### config.mk
export PLATFORM = sky130hd
export DESIGN_NAME = reg_file_p
export DESIGN_NICKNAME = d
export VERILOG_FILES = /design/src/rtl/reg_file_p.sv
export SDC_FILE = /design/constraint.sdc
export NUM_CORES = 1
export LEC_CHECK = 0
export ABC_AREA = 1
export BUFFER_PORTS_ARGS = -buffer_cell sky130_fd_sc_hd__buf_2
export CAP_MARGIN = 20
export CELL_PAD_IN_SITES_DETAIL_PLACEMENT = 0
export CELL_PAD_IN_SITES_GLOBAL_PLACEMENT = 1
export CORE_UTILIZATION = 41
export CTS_CLUSTER_DIAMETER = 40
export DETAILED_ROUTE_END_ITERATION = 10
export PLACE_DENSITY = 0.8
export SLEW_MARGIN = 25
export SYNTH_ARGS = -nofsm -noshare
export SYNTH_HDL_FRONTEND = slang
export SYNTH_SLANG_ARGS = --single-unit
### constraint.sdc
create_clock -name i_clk -period 2.7 [get_ports i_clk]
set_input_delay 0.27 -clock i_clk [delete_from_list [all_inputs] [get_ports i_clk]]
set_output_delay 0.27 -clock i_clk [all_outputs]
set_load 0.1 [all_outputs]
### src/rtl/reg_file_p.sv
// rtl/reg_file_p.sv - 8-bit core register file with flags and load scoreboard
// Optional RF_BYPASS_EN: same-cycle write forwarding and stall masking on load return.
module reg_file_p #(
  parameter int DW   = 8,
  parameter int NREG = 8,
  parameter int AW   = $clog2(NREG)
) (
  input  logic            i_clk,
  input  logic            i_rst,
  input  logic [AW-1:0]   i_rd_addr1,
  input  logic [AW-1:0]   i_rd_addr2,
  input  logic            i_imm_sel,
  output logic [DW-1:0]   o_data1,
  output logic [DW-1:0]   o_data2,
  input  logic [AW-1:0]   i_ls_addr,
  output logic [DW-1:0]   o_ls_data,
  input  logic            i_wr_en,
  input  logic [AW-1:0]   i_wr_addr,
  input  logic [DW-1:0]   i_wr_data,
  input  logic [3:0]      i_flag_we,
  input  logic [3:0]      i_flags,
  output logic [3:0]      o_flags,
  input  logic            i_ld_issue,
  input  logic [AW-1:0]   i_ld_addr,
  input  logic            i_ld_valid,
  input  logic [AW-1:0]   i_ld_dest,
  input  logic [DW-1:0]   i_ld_data,
  output logic [NREG-1:0] o_busy,
  output logic            o_stall,
  output logic            o_err
);

  logic [DW-1:0]   regs [NREG];
  logic [3:0]      flags;
  logic [NREG-1:0] busy;
  logic [NREG-1:0] busy_next;
  logic [NREG-1:0] stall_busy;
  logic            err;
  logic            ld_ok;
  logic            issue_same;
  logic            err_now;
  logic [DW-1:0]   rd1;
  logic [DW-1:0]   rd2;
  logic [DW-1:0]   rls;

  // A returning load only commits if its destination is actually awaited.
  assign ld_ok      = i_ld_valid & busy[i_ld_dest];
  assign issue_same = i_ld_issue & i_ld_valid & (i_ld_addr == i_ld_dest);

  assign err_now = (i_wr_en & busy[i_wr_addr])
                 | (i_ld_valid & ~busy[i_ld_dest])
                 | (i_ld_issue & busy[i_ld_addr] & ~issue_same)
                 | (i_wr_en & i_ld_valid & (i_wr_addr == i_ld_dest));

  // Clear on return first, then set on issue, so a same-cycle reissue stays busy.
  always_comb begin
    busy_next = busy;
    if (ld_ok) busy_next[i_ld_dest] = 1'b0;
    if (i_ld_issue) busy_next[i_ld_addr] = 1'b1;
  end

  always_ff @(posedge i_clk or posedge i_rst) begin
    if (i_rst) begin
      for (int i = 0; i < NREG; i++) regs[i] <= '0;
      flags <= 4'b0000;
      busy  <= '0;
      err   <= 1'b0;
    end else begin
      if (i_wr_en) begin
        regs[i_wr_addr] <= i_wr_data;
        flags <= (flags & ~i_flag_we) | (i_flags & i_flag_we);
      end
      if (ld_ok) regs[i_ld_dest] <= i_ld_data;
      busy <= busy_next;
      err  <= err | err_now;
    end
  end

  always_comb begin
    rd1        = regs[i_rd_addr1];
    rd2        = regs[i_rd_addr2];
    rls        = regs[i_ls_addr];
    stall_busy = busy;
`ifdef RF_BYPASS_EN
    if (i_wr_en) begin
      if (i_rd_addr1 == i_wr_addr) rd1 = i_wr_data;
      if (i_rd_addr2 == i_wr_addr) rd2 = i_wr_data;
      if (i_ls_addr  == i_wr_addr) rls = i_wr_data;
    end
    // Load forwarding applied last so it overrides the ALU result.
    if (ld_ok) begin
      if (i_rd_addr1 == i_ld_dest) rd1 = i_ld_data;
      if (i_rd_addr2 == i_ld_dest) rd2 = i_ld_data;
      if (i_ls_addr  == i_ld_dest) rls = i_ld_data;
    end
    if (i_ld_valid) stall_busy[i_ld_dest] = 1'b0;
`endif
  end

  assign o_data1   = rd1;
  assign o_data2   = i_imm_sel ? {{(DW-AW){1'b0}}, i_rd_addr2} : rd2;
  assign o_ls_data = rls;
  assign o_flags   = flags;
  assign o_busy    = busy;
  assign o_err     = err;
  assign o_stall   = stall_busy[i_rd_addr1]
                   | (stall_busy[i_rd_addr2] & ~i_imm_sel)
                   | stall_busy[i_ls_addr];

endmodule

== After elaboration in Yosys (flattened, before gate mapping) ==
Cells that the tools add are included.
W data, S select, Z words.

* Order comparisons: 15
* Eq/ne operators: 2
* Muxes and demuxes: 36
* Bitwise logic cells: 31
* Reductions and logical operators: 4

{| class="wikitable"
|+ Operators with widths
! cell !! number
|-
| $bwmux W64 || 2
|-
| $mux W64 || 2
|-
| $mux W8 || 11
|-
| $bmux W8 S3 || 3
|-
| $demux W8 S3 || 2
|-
| $lt A3 B4 Y1 const B || 6
|-
| $ge A4 B4 Y1 const B || 5
|-
| $not A3 Y4 || 5
|-
| $bmux W1 S3 || 6
|-
| $and A1 B1 Y1 || 10
|-
| $and A4 B4 Y4 || 2
|-
| $and A8 B8 Y8 || 1
|-
| $lt A4 B1 Y1 const B || 2
|-
| $mux W1 || 8
|-
| $not A8 Y8 || 1
|-
| $or A8 B8 Y8 || 1
|-
| $demux W1 S3 || 2
|-
| $eq A3 B3 Y1 || 2
|-
| $ge A3 B1 Y1 const B || 2
|-
| $or A1 B1 Y1 || 6
|-
| $logic_and A1 B1 Y1 || 4
|-
| $not A4 Y4 || 1
|-
| $or A4 B4 Y4 || 1
|-
| $not A1 Y1 || 3
|}

* Flip-flop bits (word level): 77
* Output and inout bits: 38
* Word-level logic and storage cells: 99

== Longest topological paths before layout ==
* Depth after elaboration: 9
* Mapped depth: 12
* Mapped depth without buffers: 10

== Least setup slack after synthesis ==
Ideal clock, no wire load.

* Path type: input-to-output
* From: in i_rd_addr2[0]
* To: out o_data2[1]
* Arrival time: 2.862 ns
* Data required time: 2.430 ns
* Slack: -0.432 ns
* Cell stages on the path: 5
* Path buffers: 1
* Path through: inv_1 > clkbuf_1 > o21ai_0 > a21oi_1 > o21ai_0

* Longest elaborated chain between the ends: 5

{| class="wikitable"
|+ RTL lines
! element !! RTL line !! source
|-
| start, declared || 11 || <nowiki>input logic [AW-1:0] i_rd_addr2,</nowiki>
|-
| $not A3 Y4 (not written as such) || 81 || <nowiki>rd2 = regs[i_rd_addr2];</nowiki>
|-
| $bmux W8 S3 || 81 ||
|-
| $mux W8 (not written as such) (2 in series) || 81 ||
|-
| $mux W8 || 101 || <nowiki>assign o_data2 = i_imm_sel ? {{(DW-AW){1'b0}}, i_rd_addr2} : rd2;</nowiki>
|-
| end, declared || 14 || <nowiki>output logic [DW-1:0] o_data2,</nowiki>
|}

Every way passes these cells. The select of a mux whose other input is x is not followed.

== Final worst setup path ==
* From: in i_ls_addr[0]
* To: out o_ls_data[5]

* Longest elaborated chain between the ends: 4

{| class="wikitable"
|+ RTL lines
! element !! RTL line !! source
|-
| start, declared || 15 || <nowiki>input logic [AW-1:0] i_ls_addr,</nowiki>
|-
| $not A3 Y4 (not written as such) || 82 || <nowiki>rls = regs[i_ls_addr];</nowiki>
|-
| $bmux W8 S3 || 82 ||
|-
| $mux W8 (not written as such) (2 in series) || 82 ||
|-
| end, declared || 16 || <nowiki>output logic [DW-1:0] o_ls_data,</nowiki>
|}

Every way passes these cells. The select of a mux whose other input is x is not followed.

==> impl_metrics.ini <==
[outcome]
outcome = finished, final reports clean

[placed_design]
gp_congestion = 0.883
port_buffers = 85
dpl.hpwl_um = 17500
placed_area_mm2 = 0.00731
dp_worst_setup_slack_ns = 0.571

[floorplanning]
die-area_mm2 = 0.0171
die_w_um = 131
rows = 46
core-area_mm2 = 0.0161
die_h_um = 131
ios = 86
initial_core_util = 0.424

[finish]
layout_common_cells = nand2_1 (483), o21ai_0 (199), buf_2 (82)
antennaDiodeCount = 0
mostFrequentLayoutCell = nand2_1
area_delta_synth_final_pct = 12.0
drive_above_1_share = 0.122
fin_area_mm2 = 0.00763
final_nets = 1261

[cts]
htreeDepth = 3
hold_buffers = 1
cts_resized = 0
clock_latency_ns = 0.34
numCtsBuffers = 9
cts_root_buf = clkbuf_16
clockBufferDepth = 2
cts_setup_buffers = 0
cts_tree = yes
clk_pin_slew_worst_paths_ns = 0.06
cts_sinks = 77

[global_routing]
grt_pass1_vias = 6441
overflow = 0
grt_max_degree = 65
antenna_found_initial = 0
grt_usage = 0.291
grt_pass1_wl_um = 37400

[synthesis]
synth_area_leader_cell = dfrtp_1
synthCells = 1171
ys_seq_area_frac = 0.283
syn_area_per_cell_um2 = 5.82
syn_nets = 1219
ys_warn_count = 0
synth.top_cell.area_share = 0.283
synth.ff_latch_count = 77
netlist_area_mm2 = 0.00681
synthDistinctLibCells = 28
synthTopCellsByArea = dfrtp_1 (28%), nand2_1 (27%), o21ai_0 (15%)

[worst_setup_path]
r2r-end = regs[38]
worstSetupPathType = input port to primary output
slowest_delay_ns = 0.43
slowest_stage = buf_2
cp-endpoint = o_ls_data[5]
crit_path_cell_trace = buf_2 -> buf_4 -> o21ai_0 -> o21ai_0 -> nand2_1 -> nand2_1 -> buf_2
cp.arrival_ns = 1.88
cp_max_fo = 34
crit_start = i_ls_addr[0]
cp-end-kind = primary output
rr_worst_depth = 10
reg2reg_from = o_busy[7]
cp.required_ns = 2.43
start_kind = input port
r2r_slack_ns = 0.65

[hold_path]
hp-class = input port to flop

[timing]
drv_slew = 0
slew-limit-headroom = 0.523
hold_viol = 0
hold_ws_ns = 0.127
fmaxAchievable_mhz = 466
final.setup.worst_slack_ns = 0.554
worst_slew_pin_slew_ns = 0.714
fin_crit_sh = 0.795
rsz0062_at_grt = false
skew_ns = 0.00609
setup-tns-final_ns = 0
setup_viol = 0
layout_min_cycle_time_ns = 2.15

[power]
p_total_mw = 7.52
p_per_area_mw_per_mm2 = 985
p_leak_nw = 3.93
ir_worst_vdd_mv = 0.505

[drt]
drc = 0
postRouteAntennaNets = 0
first_iter_violations = 823
routed_wl_um = 23900
vias_per_cell = 5.35
vias = 7678
firstDrtPassIters = 6
avgRoutedWirePerCell_um = 16.7

[run]
cap_violations = 0
per-layer routing:
layer	track usage	routed length, µm	vias up
met1	0.470	12100	3523
met4	0.0507	201	0
met5	0	0	-
met2	0.408	9810	264
li1	-	-	3880
met3	0.0354	1790	11
cell type report:
| type | count | area [µm²] |
|---|---|---|
| clock buffers | 11 | 253 |
| clock inverters | 5 | 57.6 |
| fillers | 1749 | 8430 |
| inverters | 81 | 312 |
| multi-input cells | 947 | 4210 |
| flip-flops and latches | 77 | 1930 |
| well taps | 216 | 270 |
| repair buffers | 97 | 601 |
critical path, delay by kind of cell:
kind / cells / cell delay [ns]
buffers and inverters: 3 / 1.17
AOI/OAI and AO/OA: 2 / 0.29
and+or+nand+nor: 2 / 0.13
Yosys cell counts (all sizes together):
library cell    n
a21boi          1
a21oi          63
o21ai         270
nand3          35
nor3            2
nand2         493
clkbuf         42
nor2           66
nand3b          5
dfrtp          77
o22ai           1
a31oi           4
buf            24
o211ai          4
nand4           3
clkinv          3
inv            78
through the flow:
stage,utilization,std cells
global route,0.475,1434
global placement,0.455,1417
floorplan,-,1171
detailed placement,0.455,1417
finish,0.475,1434
CTS,0.475,1434
sequential cells by signal (all words and copies together) (netlist names), named ones only:
name,cells
o_busy,8
regs,64
o_err,1
power breakdown:
| group | internal (mW) | total (mW) | switching [mW] | leakage (nW) |
|---|---|---|---|---|
| sequential | 1.62 | 2.29 | 0.664 | 0.974 |
| combinational | 1.07 | 3.96 | 2.89 | 2.80 |
| clock | 0.769 | 1.27 | 0.503 | 0.156 |
cells by family after synthesis:
kind of cell           share of synthesized area
AO/OA/AOI/OAI                              0.264
AND/OR/NAND/NOR                            0.354
buffers and inverters                     0.0990
flip-flops                                 0.283
worst min-delay path by stage:
stage / slack [ns] / end / from / cells after the start
after global routing: 0.14 / flop / i_flag_we[0] / 2
final: 0.13 / flop / i_flag_we[2] / 2
after CTS: 0.12 / flop / i_flag_we[2] / 2
after global placement: 0.31 / o_err / i_rst / 2
after detailed placement: 0.31 / o_err / i_rst / 2
after floorplan: 0.37 / flop / i_flag_we[0] / 1
Power figures use the tool's default switching activity.
